$ cat config.mk
export PLATFORM = sky130hd
export DESIGN_NAME = wb_arbiter_2to1_flat
export DESIGN_NICKNAME = d
export VERILOG_FILES = /design/src/rtl/wb_arbiter_2to1_if.sv /design/src/rtl/wb_arbiter_2to1.sv /design/src/flat_wrapper.sv
export SDC_FILE = /design/constraint.sdc
export NUM_CORES = 1
export LEC_CHECK = 0
export BUFFER_PORTS_ARGS = -buffer_cell sky130_fd_sc_hd__buf_2
export CAP_MARGIN = 20
export CORE_AREA = 2 2 125 127
export DETAILED_ROUTE_END_ITERATION = 7
export DIE_AREA = 0 0 127 129
export GPL_TIMING_DRIVEN = 0
export PLACE_DENSITY_LB_ADDON = 0.25
export SLEW_MARGIN = 10
export SYNTH_ARGS = -nofsm -noshare
export SYNTH_HDL_FRONTEND = slang
export SYNTH_SLANG_ARGS = --single-unit
$ cat constraint.sdc
create_clock -name CLK -period 3.2 [get_ports CLK]
set_input_delay 0.64 -clock CLK [delete_from_list [all_inputs] [get_ports CLK]]
set_output_delay 0.64 -clock CLK [all_outputs]
set_load 0.05 [all_outputs]
$ cat src/rtl/wb_arbiter_2to1_if.sv
// Pipelined Wishbone port bundle: 32-bit address/data, 4-bit byte select.
// ERR is only present when WB_ARB_TIMEOUT_EN is defined.
interface wb_arbiter_2to1_if;
    logic        CYC;
    logic        STB;
    logic        WE;
    logic [31:0] ADR;
    logic [3:0]  SEL;
    logic [31:0] DAT_W;
    logic [31:0] DAT_R;
    logic        STALL;
    logic        ACK;
`ifdef WB_ARB_TIMEOUT_EN
    logic        ERR;

    modport master (output CYC, STB, WE, ADR, SEL, DAT_W,
                    input  DAT_R, STALL, ACK, ERR);
    modport slave  (input  CYC, STB, WE, ADR, SEL, DAT_W,
                    output DAT_R, STALL, ACK, ERR);
`else
    modport master (output CYC, STB, WE, ADR, SEL, DAT_W,
                    input  DAT_R, STALL, ACK);
    modport slave  (input  CYC, STB, WE, ADR, SEL, DAT_W,
                    output DAT_R, STALL, ACK);
`endif
endinterface

$ cat src/rtl/wb_arbiter_2to1.sv
// Two-master round-robin arbiter for pipelined Wishbone, granting per CYC and
// capping in-flight requests. Optional ACK timeout/abort via WB_ARB_TIMEOUT_EN.
module wb_arbiter_2to1 #(
    parameter int unsigned MAX_OUTSTANDING = 4,
    parameter int unsigned TIMEOUT         = 16
) (
    input logic              CLK,
    input logic              RST,
    wb_arbiter_2to1_if.slave  m0,
    wb_arbiter_2to1_if.slave  m1,
    wb_arbiter_2to1_if.master s
);
    localparam int unsigned CW = $clog2(MAX_OUTSTANDING + 1);

`ifdef WB_ARB_TIMEOUT_EN
    typedef enum logic [1:0] {IDLE, OWN0, OWN1, ABORT} state_t;
    localparam int unsigned TW = $clog2(TIMEOUT + 1);
    logic [TW-1:0] wait_cnt, wait_cnt_nx;
`else
    typedef enum logic [1:0] {IDLE, OWN0, OWN1} state_t;
`endif

    state_t        state, state_nx;
    logic          last_grant, last_grant_nx;
    logic [CW-1:0] out_cnt, out_cnt_nx;
    logic          own1;
    logic          below_cap;
    logic          cyc_k, stb_k, stb_o, stall_k, accept;

    always_comb begin
        state_nx      = state;
        last_grant_nx = last_grant;
        out_cnt_nx    = out_cnt;
        own1          = (state == OWN1);
        below_cap     = (out_cnt < CW'(MAX_OUTSTANDING));
        cyc_k         = own1 ? m1.CYC : m0.CYC;
        stb_k         = own1 ? m1.STB : m0.STB;
        stb_o         = 1'b0;
        stall_k       = 1'b1;
        accept        = 1'b0;

        s.CYC   = 1'b0;
        s.STB   = 1'b0;
        s.WE    = own1 ? m1.WE    : m0.WE;
        s.ADR   = own1 ? m1.ADR   : m0.ADR;
        s.SEL   = own1 ? m1.SEL   : m0.SEL;
        s.DAT_W = own1 ? m1.DAT_W : m0.DAT_W;

        m0.DAT_R = s.DAT_R;
        m1.DAT_R = s.DAT_R;
        m0.STALL = 1'b1;
        m1.STALL = 1'b1;
        m0.ACK   = 1'b0;
        m1.ACK   = 1'b0;
`ifdef WB_ARB_TIMEOUT_EN
        m0.ERR      = 1'b0;
        m1.ERR      = 1'b0;
        wait_cnt_nx = '0;
`endif

        case (state)
            IDLE: begin
                out_cnt_nx = '0;
                if (m0.CYC && m1.CYC) begin
                    state_nx      = last_grant ? OWN0 : OWN1;
                    last_grant_nx = ~last_grant;
                end else if (m0.CYC) begin
                    state_nx      = OWN0;
                    last_grant_nx = 1'b0;
                end else if (m1.CYC) begin
                    state_nx      = OWN1;
                    last_grant_nx = 1'b1;
                end
            end

            OWN0, OWN1: begin
                stb_o   = cyc_k && stb_k && below_cap;
                stall_k = s.STALL || !below_cap;
                accept  = stb_o && !s.STALL;
                s.CYC   = cyc_k;
                s.STB   = stb_o;
                if (own1) begin
                    m1.STALL = stall_k;
                    m1.ACK   = s.ACK;
                end else begin
                    m0.STALL = stall_k;
                    m0.ACK   = s.ACK;
                end

                case ({accept, s.ACK})
                    2'b10:   out_cnt_nx = out_cnt + 1'b1;
                    2'b01:   out_cnt_nx = out_cnt - 1'b1;
                    default: out_cnt_nx = out_cnt;
                endcase

`ifdef WB_ARB_TIMEOUT_EN
                if (wait_cnt == TW'(TIMEOUT)) begin
                    if (own1) m1.ERR = 1'b1;
                    else      m0.ERR = 1'b1;
                    state_nx   = ABORT;
                    out_cnt_nx = '0;
                end else if (out_cnt != '0 && !stb_o && !s.ACK) begin
                    wait_cnt_nx = wait_cnt + 1'b1;
                end
`endif
                // Owner dropping CYC is an abort: takes priority over everything else.
                if (!cyc_k) begin
                    state_nx   = IDLE;
                    out_cnt_nx = '0;
                end
            end

`ifdef WB_ARB_TIMEOUT_EN
            // last_grant still names the aborted owner; wait for it to drop CYC.
            ABORT: begin
                out_cnt_nx = '0;
                if (!(last_grant ? m1.CYC : m0.CYC)) state_nx = IDLE;
            end
`endif

            default: state_nx = IDLE;
        endcase
    end

    always_ff @(posedge CLK) begin
        if (RST) begin
            state      <= IDLE;
            last_grant <= 1'b1;
            out_cnt    <= '0;
`ifdef WB_ARB_TIMEOUT_EN
            wait_cnt   <= '0;
`endif
        end else begin
            state      <= state_nx;
            last_grant <= last_grant_nx;
            out_cnt    <= out_cnt_nx;
`ifdef WB_ARB_TIMEOUT_EN
            wait_cnt   <= wait_cnt_nx;
`endif
        end
    end

    ack_without_request: assert property (@(posedge CLK) disable iff (RST)
        !((state == OWN0 || state == OWN1) && s.ACK && out_cnt == '0));

endmodule

$ cat src/flat_wrapper.sv
// flat-port wrapper written by rule: the top's interface ports become plain ports
module wb_arbiter_2to1_flat 
#(
    parameter int unsigned MAX_OUTSTANDING = 4,
    parameter int unsigned TIMEOUT         = 16
)
  (CLK, RST, m0_CYC, m0_STB, m0_WE, m0_ADR, m0_SEL, m0_DAT_W, m0_DAT_R, m0_STALL, m0_ACK, m1_CYC, m1_STB, m1_WE, m1_ADR, m1_SEL, m1_DAT_W, m1_DAT_R, m1_STALL, m1_ACK, s_CYC, s_STB, s_WE, s_ADR, s_SEL, s_DAT_W, s_DAT_R, s_STALL, s_ACK);
  wb_arbiter_2to1_if m0_i ();
  wb_arbiter_2to1_if m1_i ();
  wb_arbiter_2to1_if s_i ();
  input logic CLK;
  input logic RST;
  input wire logic [$bits(m0_i.CYC)-1:0] m0_CYC;
  input wire logic [$bits(m0_i.STB)-1:0] m0_STB;
  input wire logic [$bits(m0_i.WE)-1:0] m0_WE;
  input wire logic [$bits(m0_i.ADR)-1:0] m0_ADR;
  input wire logic [$bits(m0_i.SEL)-1:0] m0_SEL;
  input wire logic [$bits(m0_i.DAT_W)-1:0] m0_DAT_W;
  output wire logic [$bits(m0_i.DAT_R)-1:0] m0_DAT_R;
  output wire logic [$bits(m0_i.STALL)-1:0] m0_STALL;
  output wire logic [$bits(m0_i.ACK)-1:0] m0_ACK;
  input wire logic [$bits(m1_i.CYC)-1:0] m1_CYC;
  input wire logic [$bits(m1_i.STB)-1:0] m1_STB;
  input wire logic [$bits(m1_i.WE)-1:0] m1_WE;
  input wire logic [$bits(m1_i.ADR)-1:0] m1_ADR;
  input wire logic [$bits(m1_i.SEL)-1:0] m1_SEL;
  input wire logic [$bits(m1_i.DAT_W)-1:0] m1_DAT_W;
  output wire logic [$bits(m1_i.DAT_R)-1:0] m1_DAT_R;
  output wire logic [$bits(m1_i.STALL)-1:0] m1_STALL;
  output wire logic [$bits(m1_i.ACK)-1:0] m1_ACK;
  output wire logic [$bits(s_i.CYC)-1:0] s_CYC;
  output wire logic [$bits(s_i.STB)-1:0] s_STB;
  output wire logic [$bits(s_i.WE)-1:0] s_WE;
  output wire logic [$bits(s_i.ADR)-1:0] s_ADR;
  output wire logic [$bits(s_i.SEL)-1:0] s_SEL;
  output wire logic [$bits(s_i.DAT_W)-1:0] s_DAT_W;
  input wire logic [$bits(s_i.DAT_R)-1:0] s_DAT_R;
  input wire logic [$bits(s_i.STALL)-1:0] s_STALL;
  input wire logic [$bits(s_i.ACK)-1:0] s_ACK;
  assign m0_i.CYC = m0_CYC;
  assign m0_i.STB = m0_STB;
  assign m0_i.WE = m0_WE;
  assign m0_i.ADR = m0_ADR;
  assign m0_i.SEL = m0_SEL;
  assign m0_i.DAT_W = m0_DAT_W;
  assign m0_DAT_R = m0_i.DAT_R;
  assign m0_STALL = m0_i.STALL;
  assign m0_ACK = m0_i.ACK;
  assign m1_i.CYC = m1_CYC;
  assign m1_i.STB = m1_STB;
  assign m1_i.WE = m1_WE;
  assign m1_i.ADR = m1_ADR;
  assign m1_i.SEL = m1_SEL;
  assign m1_i.DAT_W = m1_DAT_W;
  assign m1_DAT_R = m1_i.DAT_R;
  assign m1_STALL = m1_i.STALL;
  assign m1_ACK = m1_i.ACK;
  assign s_CYC = s_i.CYC;
  assign s_STB = s_i.STB;
  assign s_WE = s_i.WE;
  assign s_ADR = s_i.ADR;
  assign s_SEL = s_i.SEL;
  assign s_DAT_W = s_i.DAT_W;
  assign s_i.DAT_R = s_DAT_R;
  assign s_i.STALL = s_STALL;
  assign s_i.ACK = s_ACK;
  wb_arbiter_2to1 #(.MAX_OUTSTANDING(MAX_OUTSTANDING), .TIMEOUT(TIMEOUT)) u_core (.CLK(CLK), .RST(RST), .m0(m0_i), .m1(m1_i), .s(s_i));
endmodule
==> results of run 1 <==
-- power by group through the flow --
stage | logic (mW) | registers (mW) | clock network, mW
final | 1.03 | 0.0872 | 0.204
after global routing | 1.07 | 0.0881 | 0.212
after CTS | 1.04 | 0.0872 | 0.209
after detailed placement | 1.03 | 0.0883 | 0
after global placement | 1.03 | 0.0876 | 0
after floorplan | 0.777 | 0.0870 | 0
-- layout make-up --
class	instances	area share, %
plain buffers	74	15.3
clock buffers	3	2.13
inverters	8	0.852
multi-input cells	112	31.5
flip-flops and latches	6	3.41
well taps	188	6.67
repair buffers	283	40.2
-- flip-flops by register name, summed over array words and instances (netlist names) --
| register | cells |
|---|---|
| u_core.out_cnt | 3 |
| u_core.last_grant | 1 |
| u_core.state | 2 |
-- worst max-delay path by stage --
stage                     cells past startpoint                              to
after floorplan                               5                           s_STB
after global placement                       10  u_core.out_cnt[1]$_SDFFE_PP0P_
after detailed placement                     10  u_core.out_cnt[1]$_SDFFE_PP0P_
after CTS                                     6                        s_SEL[1]
after global routing                          6                        s_SEL[1]
final                                         6                        s_SEL[0]
-- kinds of logic after synthesis --
family	synth area share, %
buffers and inverters	31.6
muxes	44.6
and+or+nand+nor	7.58
AOI/OAI and AO/OA	4.45
adders and majority gates	4.59
DFF	6.68
xor gates and xnor gates	0.487
-- worst register-to-register path: stages (launching register included) --
cell and delay (ns):
dfxtp_1 0.32, inv_1 0.09, ha_1 0.20, buf_2 0.20, mux2i_1 0.18, or4b_1 0.50
ha_1 0.22, inv_1 0.08, fa_1 0.39, nand4b_1 0.19, a31oi_1 0.16
-- layout by cell type, fill, tap and decap left out, types with 2 or more instances in the layout --
cell	synthesis	layout
inv_1	8	8
nand4b_1	2	2
nor2_1	5	5
clkbuf_16	0	3
buf_4	65	65
or4b_1	2	2
and2_1	2	2
o32ai_1	2	2
dfxtp_1	6	6
a31oi_1	3	3
mux2_2	69	69
ha_1	5	5
nand2_1	5	5
buf_2	8	291
-- synth_stat cells --
cell,number,area share (%)
mux2_2,69,43
buf_4,65,27
buf_2,8,2.2
inv_1,8,1.7
dfxtp_1,6,6.7
ha_1,5,3.5
nand2_1,5,1.0
nor2_1,5,1.0
a31oi_1,3,1.0
and2_1,2,0.70
nand4b_1,2,0.97
o32ai_1,2,0.97
or4b_1,2,1.1
a211o_1,1,0.49
a21oi_1,1,0.28
a22oi_1,1,0.42
a311oi_1,1,0.49
buf_6,1,0.63
fa_1,1,1.1
mux2_4,1,0.83
mux2i_1,1,0.56
nand3_1,1,0.28
nand3b_1,1,0.42
nand4_1,1,0.35
nand4bb_1,1,0.63
nor3_1,1,0.28
nor3b_1,1,0.42
o21ai_0,1,0.28
o221ai_1,1,0.49
or2_2,1,0.35
xor2_1,1,0.49
-- layer usage --
| layer | track usage, % | routed length, microns |
|---|---|---|
| met1 | 12.2 | 3670 |
| met2 | 16.4 | 4550 |
| met3 | 1.54 | 668 |
| met4 | 1.42 | 62 |
| met5 | 0 | 0 |
-- through the flow --
stage	hold slack, ns	utilization (%)	power, mW	area, sq um
finish	0.486	23.5	1.32	3530
global route	0.516	23.5	1.37	3530
CTS	0.486	23.5	1.33	3530
detailed placement	0.477	23.0	1.12	3450
global placement	0.481	23.0	1.12	3450
floorplan	0.460	-	0.864	1800
==> results.toml, run 1 <==
[critical_path]
arrival_ns = 2.05
cp.required_ns = 2.56
cpLargestDelayFamily = "buffers and inverters"
start_kind = "flop"
cpPeakStageDelay_ns = 0.41
worst_r2r_path_depth = 10
crit_top_cell = "buf_2"
setup.reg_to_reg.worst_slack_ns = 0.59
critPathKind = "reg -> out"
critPathCaptureType = "output port"
path_buf_inv = 4
crit_path_start = "u_core.state[0]$_SDFFE_PP0P_"
path_max_fanout = 10
crit_chain = "inv_1, ha_1, buf_2, buf_2, mux2_2, buf_2"
cp_slowest_cell = "mux2_2"
r2r_start = "u_core.state[0]$_SDFFE_PP0P_"
r2r_end = "u_core.out_cnt[1]$_SDFFE_PP0P_"

[routing]
first_pass_iters = 5
num_vias = 2458
via_per_inst = 3.65
wl_per_cell_microns = 13.3
ant_nets = 0
dr.first_iter.drc_count = 51
drc = 0
wl_mm = 8.95

[status]
status = "completed"

[clocking]
cts_buffer_depth = 2
tritoncts = "yes"
clk_pin_slew_worst_paths_ns = 0.03
clock_latency_ns = 0.23
numCtsBuffers = 3
ctsHoldBuffers = 0
ctsResizeCount = 0
postCtsSetupBuffers = 0
clock_sinks = 6
htree_num_levels = 1
root_buffer = "clkbuf_16"

[min_path]
worstHoldStart = "u_core.out_cnt[1]$_SDFFE_PP0P_"
min_path_type = "reg -> reg"
whs_endpoint = "u_core.out_cnt[1]$_SDFFE_PP0P_"
holdPathStages = 2

[layout]
multi_input_area_sq_um = 1110
nets = 672
antennaDiodeCount = 0
nFillCells = 1675
regArea_sq_um = 120
layoutNonFillerInstCount = 674
drive_gt1_share_pct = 88.7
area_growth_pct = 96.0

[global_routing]
grt_pass1_vias = 2276
grt_max_degree = 11
globalRouteOverflowTotal = 0
grt_pass1_wl_mm = 12.1
grt_usage_pct = 9.27
antenna_found_initial = 0

[timing]
setup_viol = 0
fin_ws_ns = 0.507
period_minus_slack_ns = 2.69
worst_pin_slew_ns = 0.311
final_hold_viol_count = 0
relSlewSlack_pct = 79.3
final.period_utilization_pct = 84.2
rsz0062_at_grt = "false"
final.setup_skew_ns = 0.000643
slew_viol_final = 0
finalSetupTns_ns = 0
max_freq_mhz = 371

[synth]
syn_area_per_cell_sq_um = 9.00
yosysSeqAreaShare_pct = 6.68
ys_warn_count = 0
syn_inst = 200
syn-num-nets = 384
synth_seq_cells = 6
synthesis.area_sq_um = 1800
synth_cell_type_count = 31

[place]
gp_congestion = 0.758
dp_slack_ns = 0.561
dpl.hpwl_mm = 8.08
io_buffers = 283
dp_cells = 671

[power_and_ir_drop]
ir_worst_vdd_mv = 0.166
p_leak_nw = 1.95
p_int_uw = 573
swShare_pct = 56.5
power_frac_comb_pct = 77.9
switchingPower_uw = 745
clkPwrFrac_pct = 15.5
seq_power_share_pct = 6.6
powerDensity_nw_per_um2 = 374

[floorplan]
ioPinCount = 317
die_w_microns = 127
start_util_pct = 12.0
fp.dieArea_sq_um = 16400
dieHeight_microns = 129
rows = 45
core_sq_um = 15000

[job]
cap_violations = 0
No activity file was read; power rests on OpenSTA's default activity.
==> inputs of run 2 (changes only) <==
==> constraint.sdc (replaced) <==
create_clock -name CLK -period 2.6 [get_ports CLK]
set_input_delay 0.52 -clock CLK [delete_from_list [all_inputs] [get_ports CLK]]
set_output_delay 0.52 -clock CLK [all_outputs]
set_load 0.05 [all_outputs]
==> run 2 against run 1 <==
Worst setup slack worse by 0.36 ns. Global-route usage down 0.091 points. Hold slack better by 0.012 ns. Sequential power up 23%. Non-clock buffer count up 2. Clock power up 20%. Wire length up 2.1%. Core utilization up 0.43 points. Sequential share of layout area down 0.062 points. Die area unchanged. Combinational power up 25%. Via count up 0.77%. Largest cell class unchanged. Largest power group unchanged. Highest routed layer unchanged.
==> results.toml, run 2 (synthesis results as in run 1) <==
[status]
status = "completed"

[floorplan]
core_sq_um = 15000
start_util_pct = 12.0
rows = 45
fp.dieArea_sq_um = 16400
die_w_microns = 127
dieHeight_microns = 129
ioPinCount = 317

[timing]
slew_viol_final = 0
finalSetupTns_ns = 0
max_freq_mhz = 408
final.period_utilization_pct = 94.2
fin_ws_ns = 0.151
worst_pin_slew_ns = 0.299
final_hold_viol_count = 0
relSlewSlack_pct = 80.1
setup_viol = 0
final.setup_skew_ns = 0.000120
period_minus_slack_ns = 2.45
rsz0062_at_grt = "false"

[power_and_ir_drop]
ir_worst_vdd_mv = 0.275
p_leak_nw = 1.97
powerDensity_nw_per_um2 = 457

[clocking]
clock_latency_ns = 0.22
cts_buffer_depth = 2
ctsHoldBuffers = 0
tritoncts = "yes"
root_buffer = "clkbuf_16"
clock_sinks = 6
numCtsBuffers = 3
clk_pin_slew_worst_paths_ns = 0.03
htree_num_levels = 1

[layout]
multi_input_area_sq_um = 1150
regMostFlops = "u_core.out_cnt"
area_growth_pct = 99.6
reg_top3 = "u_core.out_cnt: 3 flops, u_core.state: 2 flops, u_core.last_grant: 1 flops"
antennaDiodeCount = 0
drive_gt1_share_pct = 90.4
regArea_sq_um = 120
nFillCells = 1663
mostFrequentLayoutCells = "buf_2, mux2_2, buf_4"
final_common_cell = "buf_2"
largest_reg_flops = 3
nets = 674

[job]
cap_violations = 0

[global_routing]
grt_util_met3_pct = 1.91
globalRouteOverflowTotal = 0
grt_pass1_vias = 2124
grt_usage_pct = 9.18
grtUsageMet1_pct = 11.9
antenna_found_initial = 0
grt_pass1_wl_mm = 11.7
grt.busiest_layer = "met2"
gr-usage-met2_pct = 16.4
grt_max_degree = 11

[critical_path]
worst_r2r_path_depth = 10
arrival_ns = 2.60
cpPeakStageDelay_ns = 0.50
critPathKind = "reg -> reg"
cp_slowest_cell = "or4b_4"
cp.required_ns = 2.75
start_kind = "flop"
path_max_fanout = 5
crit_top_cell = "inv_2"
crit_chain = "inv_2, ha_1, buf_6, mux2i_4, or4b_4, ha_4, inv_2, fa_2, nand4b_1, a31oi_1"
critPathCaptureType = "flop"

[place]
io_buffers = 283
gp_congestion = 0.717
dp_slack_ns = -0.181
dpl.hpwl_mm = 8.24

[routing]
drc = 0
ant_nets = 0
via_per_inst = 3.66
wl_mm = 9.13
dr.first_iter.drc_count = 42
first_pass_iters = 4
num_vias = 2477
wl_per_cell_microns = 13.5

[min_path]
min_path_type = "in -> reg"
holdPathStages = 2
## run 2: through the flow
step / utilization [%] / power [mW] / instance area (sq um) / hold WS [ns] / cells
2_1_floorplan: - / 1.06 / 1800 / 0.460 / 200
5_1_grt: 24.0 / 1.72 / 3590 / 0.517 / 676
6_report: 24.0 / 1.64 / 3590 / 0.499 / 676
3_3_place_gp: 23.1 / 1.38 / 3460 / 0.477 / 671
4_1_cts: 23.7 / 1.65 / 3550 / 0.498 / 674
3_5_place_dp: 23.1 / 1.39 / 3460 / 0.498 / 671
## run 2: path summary, 6_finish.rpt
kind | from | end | slack, ns
setup / recovery | u_core.state[0]$_SDFFE_PP0P_ | u_core.out_cnt[1]$_SDFFE_PP0P_ | 0.15
hold / removal | RST | u_core.out_cnt[1]$_SDFFE_PP0P_ | 0.50
setup reg to reg | u_core.state[0]$_SDFFE_PP0P_ | u_core.out_cnt[1]$_SDFFE_PP0P_ | 0.15
hold reg to reg | u_core.out_cnt[1]$_SDFFE_PP0P_ | u_core.out_cnt[1]$_SDFFE_PP0P_ | 0.50
## run 2: cell type report
cell class                 count  share of cell area, %
timing repair buffer         285                   39.9
sequential                     6                   3.34
inverter                       8                  0.836
multi-input combinational    112                   32.1
buffer                        74                   15.2
clock buffer                   3                   2.09
tap                          188                   6.55
## run 2: metal layers
metal | share of wire, % | vias to the layer above
li1 | - | 1209
met1 | 40 | 1125
met2 | 51 | 141
met3 | 8.8 | 2
met4 | 0.044 | 0
met5 | 0 | -
## run 2: worst max-delay path, delay by kind of cell (launching register included)
kind                     cells  cell delay (ns)
AO/OA/AOI/OAI                1             0.13
adder cells (fa/ha/maj)      3             0.79
buffers and inverters        3             0.26
flip-flops                   1             0.33
multiplexers                 1             0.19
AND/OR/NAND/NOR              2             0.67
## run 2: repair_timing
item | 4_1_cts | 5_1_grt
gates resized for setup | 4 | 7
endpoints found under the hold margin | 0 | 0
setup buffers | 0 | 2
pin swaps | 0 | 1
setup endpoints to repair | 7 | 2
## run 2: power breakdown
group / leakage, nW / internal, mW / switching, mW / total [mW]
registers: 0.0490 / 0.101 / 0.00641 / 0.107
clock network: 0.0370 / 0.197 / 0.0466 / 0.244
logic: 1.89 / 0.421 / 0.869 / 1.29
